File: config.mk
export PLATFORM = sky130hd
export DESIGN_NAME = ps2_scan_fifo
export DESIGN_NICKNAME = d
export VERILOG_FILES = /design/src/rtl/ps2_pkg.sv /design/src/rtl/ps2_fifo_mem.sv /design/src/rtl/ps2_scan_fifo.sv
export SDC_FILE = /design/constraint.sdc
export NUM_CORES = 1
export LEC_CHECK = 0
export CAP_MARGIN = 40
export CORE_ASPECT_RATIO = 1.75
export CORE_MARGIN = 5
export CORE_UTILIZATION = 37
export CTS_CLUSTER_DIAMETER = 200
export DETAILED_ROUTE_END_ITERATION = 6
export SLEW_MARGIN = 20
export SYNTH_ARGS = -nofsm -noshare
export SYNTH_HDL_FRONTEND = slang
export SYNTH_SLANG_ARGS = --single-unit
File: constraint.sdc
create_clock -name clk -period 6.7 [get_ports clk]
set_clock_uncertainty 0.2 [all_clocks]
set_input_delay 1.005 -clock clk [delete_from_list [all_inputs] [get_ports clk]]
set_output_delay 1.005 -clock clk [all_outputs]
set_load 0.1 [all_outputs]
File: src/rtl/ps2_pkg.sv
// Shared types for the PS/2 scan-code capture FIFO.
// Latency: n/a (types only).
// Backpressure: n/a (types only).
package ps2_pkg;

    // One queued key event: break flag above the 8-bit scan code.
    typedef struct packed {
        logic       released;
        logic [7:0] code;
    } ps2_entry_t;

    // Receiver handshake states: wait for a code, acknowledge it, wait for the strobe to drop.
    typedef enum logic [1:0] {
        IDLE = 2'd0,
        ACK  = 2'd1,
        WAIT = 2'd2
    } ps2_cap_state_e;

endpackage

File: src/rtl/ps2_fifo_mem.sv
// Circular storage with head/tail pointers for the scan-code FIFO.
// Latency: write lands at the clock edge; head is read combinationally (fall-through).
// Backpressure: none here; the caller must only write when there is room and only pop when non-empty.
module ps2_fifo_mem
    import ps2_pkg::*;
#(
    parameter int DEPTH = 16,
    localparam int AW = $clog2(DEPTH)
) (
    input  logic       clk,
    input  logic       rstn,
    input  logic       wr_en,
    input  ps2_entry_t wr_data,
    input  logic       rd_en,
    output ps2_entry_t rd_data
);

    logic [AW-1:0] wr_ptr;
    logic [AW-1:0] rd_ptr;
    ps2_entry_t    mem [DEPTH];

    // Pointers advance by one and wrap naturally because DEPTH is a power of two.
    always_ff @(posedge clk or negedge rstn) begin
        if (!rstn) begin
            wr_ptr <= '0;
            rd_ptr <= '0;
        end else begin
            if (wr_en) wr_ptr <= wr_ptr + 1'b1;
            if (rd_en) rd_ptr <= rd_ptr + 1'b1;
        end
    end

    // Storage is deliberately left unreset; only the pointers define what is valid.
    always_ff @(posedge clk) begin
        if (wr_en) mem[wr_ptr] <= wr_data;
    end

    assign rd_data = mem[rd_ptr];

endmodule

File: src/rtl/ps2_scan_fifo.sv
// Captures PS/2 scan codes from the keyboard receiver into a FWFT FIFO; optional typematic
// filter under PS2_SCAN_FIFO_DEDUP_EN. Latency: code is on rd_data/count one cycle after capture.
// Backpressure: receiver is always acknowledged; a push into a full FIFO with no pop is dropped and flags overflow.
module ps2_scan_fifo
    import ps2_pkg::*;
#(
    parameter int DEPTH = 16,
    localparam int AW = $clog2(DEPTH),
    localparam int CW = AW + 1
) (
    input  logic          clk,
    input  logic          rstn,
    input  logic          rx_scan_ready,
    input  logic [7:0]    rx_scan_code,
    input  logic          rx_released,
    output logic          rx_scan_read,
    input  logic          rd_en,
    output logic [8:0]    rd_data,
    output logic          empty,
    output logic          full,
    output logic [CW-1:0] count,
    output logic          overflow,
    input  logic          clr_overflow
);

    ps2_cap_state_e state;
    ps2_entry_t     cap_entry;
    ps2_entry_t     head_entry;
    logic           capture;
    logic           discard;
    logic           accept;
    logic           pop;
    logic           wr_en;
    logic           ovf_set;

    assign cap_entry = {rx_released, rx_scan_code};

    // A new code is taken only from IDLE, so one receiver strobe yields at most one push.
    assign capture = (state == IDLE) && rx_scan_ready;
    assign pop     = rd_en && !empty;
    assign accept  = capture && !discard;
    // A full FIFO still accepts when the head leaves in the same cycle.
    assign wr_en   = accept && (!full || pop);
    assign ovf_set = accept && full && !pop;

`ifdef PS2_SCAN_FIFO_DEDUP_EN
    logic       last_make_vld;
    logic [7:0] last_code;

    // Repeated make of the last accepted make code is typematic repeat and is dropped silently.
    assign discard = last_make_vld && !rx_released && (rx_scan_code == last_code);

    // Track the last accepted make; any break re-arms acceptance of the same key.
    always_ff @(posedge clk or negedge rstn) begin
        if (!rstn) begin
            last_make_vld <= 1'b0;
            last_code     <= '0;
        end else if (capture) begin
            if (rx_released) begin
                last_make_vld <= 1'b0;
            end else if (wr_en) begin
                last_make_vld <= 1'b1;
                last_code     <= rx_scan_code;
            end
        end
    end
`else
    assign discard = 1'b0;
`endif

    // Receiver handshake; rx_scan_read is registered and high only while in ACK.
    always_ff @(posedge clk or negedge rstn) begin
        if (!rstn) begin
            state        <= IDLE;
            rx_scan_read <= 1'b0;
        end else begin
            case (state)
                IDLE: begin
                    if (rx_scan_ready) begin
                        state        <= ACK;
                        rx_scan_read <= 1'b1;
                    end
                end
                ACK: begin
                    state        <= WAIT;
                    rx_scan_read <= 1'b0;
                end
                WAIT: begin
                    rx_scan_read <= 1'b0;
                    if (!rx_scan_ready) state <= IDLE;
                end
                default: begin
                    state        <= IDLE;
                    rx_scan_read <= 1'b0;
                end
            endcase
        end
    end

    // Occupancy: simultaneous push and pop leave it unchanged.
    always_ff @(posedge clk or negedge rstn) begin
        if (!rstn) begin
            count <= '0;
        end else begin
            case ({wr_en, pop})
                2'b10:   count <= count + 1'b1;
                2'b01:   count <= count - 1'b1;
                default: count <= count;
            endcase
        end
    end

    // Sticky overflow; a new drop outranks a clear in the same cycle.
    always_ff @(posedge clk or negedge rstn) begin
        if (!rstn) begin
            overflow <= 1'b0;
        end else if (ovf_set) begin
            overflow <= 1'b1;
        end else if (clr_overflow) begin
            overflow <= 1'b0;
        end
    end

    assign empty   = (count == '0);
    assign full    = (count == CW'(DEPTH));
    assign rd_data = head_entry;

    ps2_fifo_mem #(
        .DEPTH (DEPTH)
    ) u_mem (
        .clk     (clk),
        .rstn    (rstn),
        .wr_en   (wr_en),
        .wr_data (cap_entry),
        .rd_en   (pop),
        .rd_data (head_entry)
    );

endmodule
==> results of run 1 <==
[routing by layer]
| metal | vias to the layer above | share of wire [%] |
|---|---|---|
| met5 | - | 0 |
| met4 | 0 | 3.4 |
| li1 | 1507 | - |
| met1 | 1750 | 38 |
| met2 | 71 | 55 |
| met3 | 24 | 2.9 |
[placed cells by master (no fill, tap or decap), types with 2 or more instances in the layout]
| cell type | instances |
|---|---|
| a21oi_1 | 2 |
| a21oi_2 | 2 |
| a22oi_1 | 2 |
| and2_1 | 2 |
| buf_16 | 6 |
| buf_4 | 18 |
| buf_6 | 2 |
| buf_8 | 14 |
| bufinv_16 | 3 |
| clkbuf_16 | 17 |
| clkdlybuf4s50_1 | 31 |
| dfrtp_1 | 16 |
| edfxtp_1 | 144 |
| ha_1 | 8 |
| inv_1 | 4 |
| inv_6 | 7 |
| inv_8 | 3 |
| mux2i_1 | 5 |
| mux4_1 | 8 |
| mux4_2 | 37 |
| nand2_1 | 18 |
| nand2b_1 | 3 |
| nand3_1 | 2 |
| nand4_1 | 3 |
| nor2_1 | 15 |
| nor3_1 | 6 |
| o211ai_1 | 2 |
| o21ai_0 | 5 |
| o21ai_1 | 3 |
| o221ai_1 | 2 |
| xnor2_1 | 7 |
[cell type report]
| class | count | area (sq um) |
|---|---|---|
| flip-flops and latches | 161 | 4750 |
| well taps | 231 | 289 |
| repair buffers | 72 | 863 |
| inverters | 5 | 18.8 |
| multi-input cells | 147 | 1730 |
| clock buffers | 17 | 425 |
| clock inverters | 14 | 190 |
| fillers | 1411 | 9270 |
| diodes | 1 | 2.50 |
[registers in the layout, indices dropped and copies added, names as in the netlist]
register      cells
u_mem.mem       144
count             5
u_mem.rd_ptr      4
u_mem.wr_ptr      4
state             2
overflow          1
rx_scan_read      1
[where the power goes]
part / total, W / switching [W] / internal [W] / leakage, nW
Sequential: 0.00135 / 0.000146 / 0.00120 / 1.50
Combinational: 0.00193 / 0.00106 / 0.000875 / 1.01
Clock: 0.00100 / 0.000403 / 0.000600 / 0.306
[final timing paths]
check | start | to | cells past startpoint
worst max-delay path | u_mem.rd_ptr[0] | rd_data[0] | 6
worst min-delay path | state[1] | rx_scan_read | 1
worst max register to register | count[0] | count[4] | 9
worst min register to register | state[1] | rx_scan_read | 1
max in group asynchronous | rstn | u_mem.wr_ptr[3] | 2
min in group asynchronous | rstn | count[4] | 1
[stage by stage]
step | instance area (sq um) | power (W) | instances
floorplan | 6600 | 0.00259 | 328
global placement | 7200 | 0.00289 | 589
detailed placement | 7650 | 0.00332 | 616
CTS | 8270 | 0.00433 | 647
global route | 8270 | 0.00446 | 648
finish | 8270 | 0.00428 | 648
[cell families (layout without fill, tap and decap cells)]
group	count (synthesis)	count (layout)
fa+ha+maj	9	9
buf+inv	20	108
simple gates	57	57
compound gates	23	23
other cells	0	1
xor+xnor	8	8
flops	161	161
mux	50	50
==> impl_metrics.json, run 1 <==
{
  "muxShareOfSynthArea_pct": 16.6,
  "fmax_ghz": 0.221,
  "slowest_delay_ns": 0.66,
  "hold_viol_final": 0,
  "critPathCaptureType": "primary output",
  "io_pins": 32,
  "die_y_um": 187,
  "cts_tree": "built",
  "drive_gt1_share_pct": 27.6,
  "timing.final.ws_setup_ns": 2.18,
  "drtAntennaViolNets": 0,
  "num_vias": 3352,
  "avgSynthCellArea_sq_um": 20.1,
  "wirelength_um": 13900,
  "setup-violations-final": 0,
  "ctsResizeCount": 0,
  "grt-ovfl-total": 0,
  "critPathKind": "reg2out",
  "grt_first_pass_wirelength_um": 21400,
  "antenna_found_initial": 1,
  "clk_pin_slew_ns": 0.06,
  "grt_pass1_vias": 3583,
  "start_util_pct": 37.6,
  "postCtsHoldBufs": 0,
  "num_rows": 64,
  "hold_slack_ns": 0.282,
  "synth_compound_area_share_pct": 2.45,
  "power_density_mw_per_mm2": 518,
  "drtPass1Iterations": 4,
  "grt_usage_pct": 13.9,
  "core-area_sq_mm": 0.0175,
  "die_area_sq_mm": 0.0207,
  "hpwlAfterDp_um": 9370,
  "io_buffer_count": 31,
  "postLayoutCoreUtil_pct": 47.2,
  "path_cells": "buf_12 -> buf_4 -> mux4_1 -> mux4_2 -> clkdlybuf4s50_1 -> buf_16",
  "ys_seq_elements": 161,
  "synthAdderAreaFrac_pct": 1.82,
  "wl_per_cell_um": 21.4,
  "yosys-top-cells-area": "edfxtp_1 (66%), mux4_2 (13%), dfrtp_1 (6.4%)",
  "grt_max_degree": 22,
  "gp_congestion": 0.783,
  "yosys.cell_types.count": 43,
  "yosysSeqAreaShare_pct": 72.0,
  "synth_top_family_by_area": "multiplexers",
  "synth_common_cells": "edfxtp_1 (144), mux4_2 (37), nand2_1 (18), dfrtp_1 (17), nor2_1 (15)",
  "grt_util_met3_pct": 2.79,
  "drv_slew": 0,
  "clock_latency_ns": 0.41,
  "post-route-drc-count": 0,
  "cap_violations": 0,
  "synth_xor_area_share_pct": 1.06,
  "required_ns": 5.49,
  "fin_crit_sh_pct": 67.5,
  "busiest_layer": "met2",
  "synthFlopType": "edfxtp_1",
  "max-vdd-ir-drop_mv": 0.499,
  "status": "complete, no violations",
  "met2_usage_pct": 25.0,
  "max-clock-path-buffers": 2,
  "synthCells": 328,
  "cpLargestDelayFamily": "buffers and inverters",
  "drt_iter0_markers": 196,
  "worstPathArrival_ns": 3.31,
  "fin_nets": 427,
  "cts_setup_buffers": 0,
  "startpoint_type": "flip-flop",
  "vias_per_cell": 5.17,
  "crit_buf_inv": 4,
  "yosysTopAreaCell": "edfxtp_1",
  "yosys_warnings": 0,
  "final.setup.tns_ns": 0,
  "slew_headroom_pct": 51.0,
  "async_flop_share_pct": 10.6,
  "place_ws_ns": 2.40,
  "synth_edf_count": 144,
  "htreeDepth": 4,
  "synth-simple-area-share_pct": 4.30,
  "synth_top_area_share_pct": 65.5,
  "synthesis.area_sq_mm": 0.00660,
  "hp-class": "reg2reg",
  "worstMarginPinSlew_ns": 0.732,
  "clockRootBuffer": "clkbuf_16",
  "r2r_slack_ns": 3.29,
  "die_w_um": 111,
  "cp_max_fo": 21,
  "areaGrowthSynthToFinish_pct": 25.3,
  "cts.sinks": 161,
  "fin_crit_ns": 4.52,
  "crit_path_top_delay_cell": "dfrtp_2",
  "syn-num-nets": 351,
  "leakage_nw": 2.82,
  "rsz0062_at_grt": "no",
  "yosysMostFrequentCell": "edfxtp_1",
  "use_met1_pct": 15.7,
  "numCtsBuffers": 17
}
Power figures use the tool's default switching activity.
==> run 2: changes to the inputs <==
Clock period 6.7 ns to 4.2 ns, I/O delays scaled along.
==> run 2 against run 1 <==
Effect of this change:
- clock-buffer cell count is 1 higher
- power rose by 47%
- sequential power grew 59%
- via count decreased by 2.4%
- combinational power is 35% higher
- non-clock buffer count down 12
- register-to-register slack worse by 2.1 ns
- critical path type unchanged
- largest cell class unchanged
==> impl_metrics.json, run 2 (synthesis results as in run 1) <==
{
  "status": "complete, no violations",
  "ff2ff_path_depth": 9,
  "startpoint": "u_mem.rd_ptr[0]",
  "htreeDepth": 4,
  "ctsResizeCount": 0,
  "layoutNonFillerInstCount": 636,
  "cp-endpoint": "rd_data[4]",
  "core-area_sq_mm": 0.0175,
  "required_ns": 3.37,
  "power_density_mw_per_mm2": 789,
  "grt_max_degree": 37,
  "placed_cell_area_sq_mm": 0.00735,
  "setup-violations-final": 0,
  "post-route-drc-count": 0,
  "final_common_cell": "edfxtp_1",
  "drv_slew": 0,
  "drive_gt1_share_pct": 28.1,
  "drtAntennaViolNets": 0,
  "drt_iter0_markers": 171,
  "die_area_sq_mm": 0.0207,
  "critPathKind": "reg2out",
  "wl_per_cell_um": 21.3,
  "drtPass1Iterations": 6,
  "num_rows": 64,
  "hold_viol_final": 0,
  "clockRootBuffer": "clkbuf_16",
  "slew_headroom_pct": 58.8,
  "antenna_cells": 0,
  "cts_tree": "built",
  "worstMarginPinSlew_ns": 0.616,
  "fin_area_sq_mm": 0.00796,
  "largestRegisters": "u_mem.mem: 144 flops, count: 5 flops",
  "gp_congestion": 0.780,
  "final.setup.tns_ns": 0,
  "hpwlAfterDp_um": 9460,
  "fin_nets": 415,
  "worstPathArrival_ns": 2.80,
  "io_pins": 32,
  "fin_crit_sh_pct": 86.4,
  "max-clock-path-buffers": 2,
  "r2r_slack_ns": 1.16,
  "areaGrowthSynthToFinish_pct": 20.6,
  "cp_max_fo": 18,
  "vias_per_cell": 5.15,
  "timing.final.ws_setup_ns": 0.572,
  "hp-class": "in2async",
  "antenna_found_initial": 0,
  "cts.sinks": 161,
  "cap_violations": 0,
  "grt_first_pass_wirelength_um": 21000,
  "grt_usage_pct": 13.7,
  "r2r-end": "count[4]",
  "final.fill_count": 1476,
  "place_ws_ns": 0.666,
  "fmax_ghz": 0.276,
  "fin_crit_ns": 3.63,
  "die_y_um": 187,
  "largest-register": "u_mem.mem",
  "rsz0062_at_grt": "no",
  "critPathCaptureType": "primary output",
  "place_inst": 603,
  "layout_common_cells": "edfxtp_1 (144), mux4_2 (37), buf_4 (31), clkdlybuf4s50_1 (20), nand2_1 (18)",
  "r2r-start": "count[0]",
  "wirelength_um": 13600,
  "postCtsHoldBufs": 0,
  "leakage_nw": 2.69,
  "numCtsBuffers": 17,
  "startpoint_type": "flip-flop",
  "grt_pass1_vias": 3629,
  "num_vias": 3273,
  "largest_reg_flops": 144,
  "clk_pin_slew_ns": 0.06,
  "io_buffer_count": 31,
  "max-vdd-ir-drop_mv": 0.704,
  "start_util_pct": 37.6,
  "report.power.total_w": 0.00628,
  "cts_setup_buffers": 0,
  "grt-ovfl-total": 0,
  "die_w_um": 111,
  "clock_latency_ns": 0.41
}
run 2: layout make-up:
| class | count | area, sq um | area share [%] |
|---|---|---|---|
| clock inverter | 14 | 165 | 2.08 |
| clock buffer | 18 | 429 | 5.39 |
| multi-input combinational | 147 | 1730 | 21.7 |
| inverter | 5 | 18.8 | 0.236 |
| sequential | 161 | 4750 | 59.7 |
| timing repair buffer | 60 | 573 | 7.20 |
| tap | 231 | 289 | 3.63 |
run 2: stage by stage:
step | utilization, % | hold WS, ns
after floorplan | - | 0.134
after global placement | 41.3 | 0.270
after detailed placement | 41.9 | 0.271
after CTS | 45.3 | 0.280
after global routing | 45.4 | 0.171
final | 45.4 | 0.192
run 2: worst min path at each step:
stage               slack, ns           end  cells past startpoint
floorplan                0.13      count[0]                      0
global route             0.17  rx_scan_read                      1
global placement         0.27  rx_scan_read                      1
CTS                      0.28  rx_scan_read                      1
finish                   0.19  rx_scan_read                      1
detailed placement       0.27  rx_scan_read                      1
run 2: power breakdown:
part / internal [W] / total [W] / switching (W) / leakage (nW)
registers: 0.00191 / 0.00214 / 0.000227 / 1.50
logic: 0.000958 / 0.00260 / 0.00164 / 0.896
clock network: 0.000897 / 0.00154 / 0.000642 / 0.291
run 2: metal layers:
metal,vias to the layer above,track usage [%],part of all wire [%]
li1,1472,-,-
met1,1708,13.9,35
met2,78,26.7,59
met3,15,3.05,3.5
met4,0,4.84,2.3
met5,-,0,0
run 2: critical path, stage by stage (launching register included):
cell and delay (ns):
dfrtp_2 0.72, buf_12 0.26, mux4_1 0.61, mux4_2 0.52, buf_4 0.26
==> run 3: changes to the inputs <==
Settings changed: CELL_PAD_IN_SITES_DETAIL_PLACEMENT set to 1, CELL_PAD_IN_SITES_GLOBAL_PLACEMENT set to 1, PLACE_DENSITY_LB_ADDON set to 0.1.
==> run 3 against run 2 <==
Effect of this change:
- power is 0.13% lower
- register-to-register slack worse by 0.30 ns
- first-iteration DRC count is 11% lower
- sequential power hardly changed
- design area is 0.13% higher
- routed wire length is 14% higher
- via count is 1.3% higher
- non-clock buffer count is 2 higher
==> impl_metrics.json, run 3 (synthesis results as in run 1) <==
{
  "leakage_nw": 2.68,
  "critPathKind": "reg2out",
  "multi_input_area_sq_mm": 0.00173,
  "status": "complete, no violations",
  "drive_gt1_share_pct": 27.8,
  "cts_tree": "built",
  "antenna_found_initial": 0,
  "cap_violations": 0,
  "layout_common_cells": "edfxtp_1 (144), mux4_2 (37), buf_4 (32), clkdlybuf4s50_1 (20), nand2_1 (18)",
  "clock_latency_ns": 0.42,
  "max-clock-path-buffers": 2,
  "wirelength_um": 15500,
  "grt_first_pass_wirelength_um": 24000,
  "startpoint_type": "flip-flop",
  "htreeDepth": 4,
  "worstMarginPinSlew_ns": 0.649,
  "hpwlAfterDp_um": 10400,
  "required_ns": 3.37,
  "die_area_sq_mm": 0.0207,
  "clockRootBuffer": "clkbuf_16",
  "start_util_pct": 37.6,
  "fin_area_sq_mm": 0.00797,
  "final.fill_count": 1625,
  "grt_pass1_vias": 3752,
  "fin_crit_sh_pct": 84.7,
  "clk_pin_slew_ns": 0.07,
  "report.power.total_w": 0.00627,
  "grt_max_degree": 40,
  "ff2ff_path_depth": 9,
  "vias_per_cell": 5.20,
  "place_ws_ns": 0.616,
  "num_vias": 3316,
  "hold_viol_final": 0,
  "io_pins": 32,
  "largest_reg_flops": 144,
  "grt_usage_pct": 15.9,
  "r2r-end": "count[4]",
  "io_buffer_count": 31,
  "ctsResizeCount": 0,
  "largest-register": "u_mem.mem",
  "fmax_ghz": 0.281,
  "timing.final.ws_setup_ns": 0.641,
  "final-seq-area_sq_mm": 0.00475,
  "die_w_um": 111,
  "final_common_cell": "edfxtp_1",
  "die_y_um": 187,
  "worstPathArrival_ns": 2.73,
  "drtAntennaViolNets": 0,
  "antenna_cells": 0,
  "cts.sinks": 161,
  "gp_congestion": 0.710,
  "post-route-drc-count": 0,
  "core-area_sq_mm": 0.0175,
  "critPathCaptureType": "primary output",
  "slowest_delay_ns": 0.64,
  "final.setup.tns_ns": 0,
  "slew_headroom_pct": 56.6,
  "r2r-start": "count[0]",
  "fin_crit_ns": 3.56,
  "r2r_slack_ns": 0.86,
  "placed_cell_area_sq_mm": 0.00738,
  "drt_iter0_markers": 152,
  "crit_path_top_delay_cell": "mux4_1",
  "num_rows": 64,
  "areaGrowthSynthToFinish_pct": 20.7,
  "cp_max_fo": 29,
  "rsz0062_at_grt": "no",
  "power_density_mw_per_mm2": 787,
  "hp-class": "in2async",
  "numCtsBuffers": 17,
  "largestRegisters": "u_mem.mem: 144 flops, count: 5 flops",
  "cts_setup_buffers": 0,
  "postLayoutCoreUtil_pct": 45.4,
  "drtPass1Iterations": 4,
  "fin_nets": 417,
  "postCtsHoldBufs": 0,
  "drv_slew": 0,
  "setup-violations-final": 0,
  "wl_per_cell_um": 24.3,
  "max-vdd-ir-drop_mv": 0.471,
  "grt-ovfl-total": 0,
  "path_cells": "buf_12 -> mux4_1 -> mux4_2 -> buf_4"
}
## run 3: through the flow
step                      cells  hold slack, ns
after floorplan             328           0.134
after global placement      597           0.269
after detailed placement    605           0.278
after CTS                   637           0.222
after global routing        638           0.223
final                       638           0.234
## run 3: final cells by class
class | instances | area share (%)
tap | 231 | 3.63
sequential | 161 | 59.6
clock inverter | 13 | 1.71
clock buffer | 19 | 5.44
timing repair buffer | 62 | 7.63
inverter | 5 | 0.236
multi-input combinational | 147 | 21.7
## run 3: worst max-delay path by stage
stage               startpoint    endpoint  depth (start not counted)
2_1_floorplan         count[0]    count[4]                          9
3_3_place_gp     rx_scan_ready    count[4]                          9
3_5_place_dp     rx_scan_ready    count[4]                          9
4_1_cts        u_mem.rd_ptr[0]  rd_data[3]                          4
5_1_grt        u_mem.rd_ptr[0]  rd_data[3]                          4
6_report       u_mem.rd_ptr[0]  rd_data[3]                          4
## run 3: routing by layer
metal,global-route usage (%),vias to the layer above,part of all wire (%)
li1,-,1474,-
met1,17.6,1785,39
met2,30.4,43,58
met3,3.11,14,1.7
met4,4.79,0,1.3
met5,0,-,0
## run 3: power breakdown
part | switching (W) | internal (W) | leakage, nW
clock | 0.000617 | 0.000874 | 0.261
combinational | 0.00169 | 0.000973 | 0.915
sequential | 0.000197 | 0.00191 | 1.50
## run 3: worst max-delay path, delay by kind of cell (launching register included)
family | cells | cell delay [ns]
DFF | 1 | 0.60
muxes | 2 | 1.14
buffers and inverters | 2 | 0.55
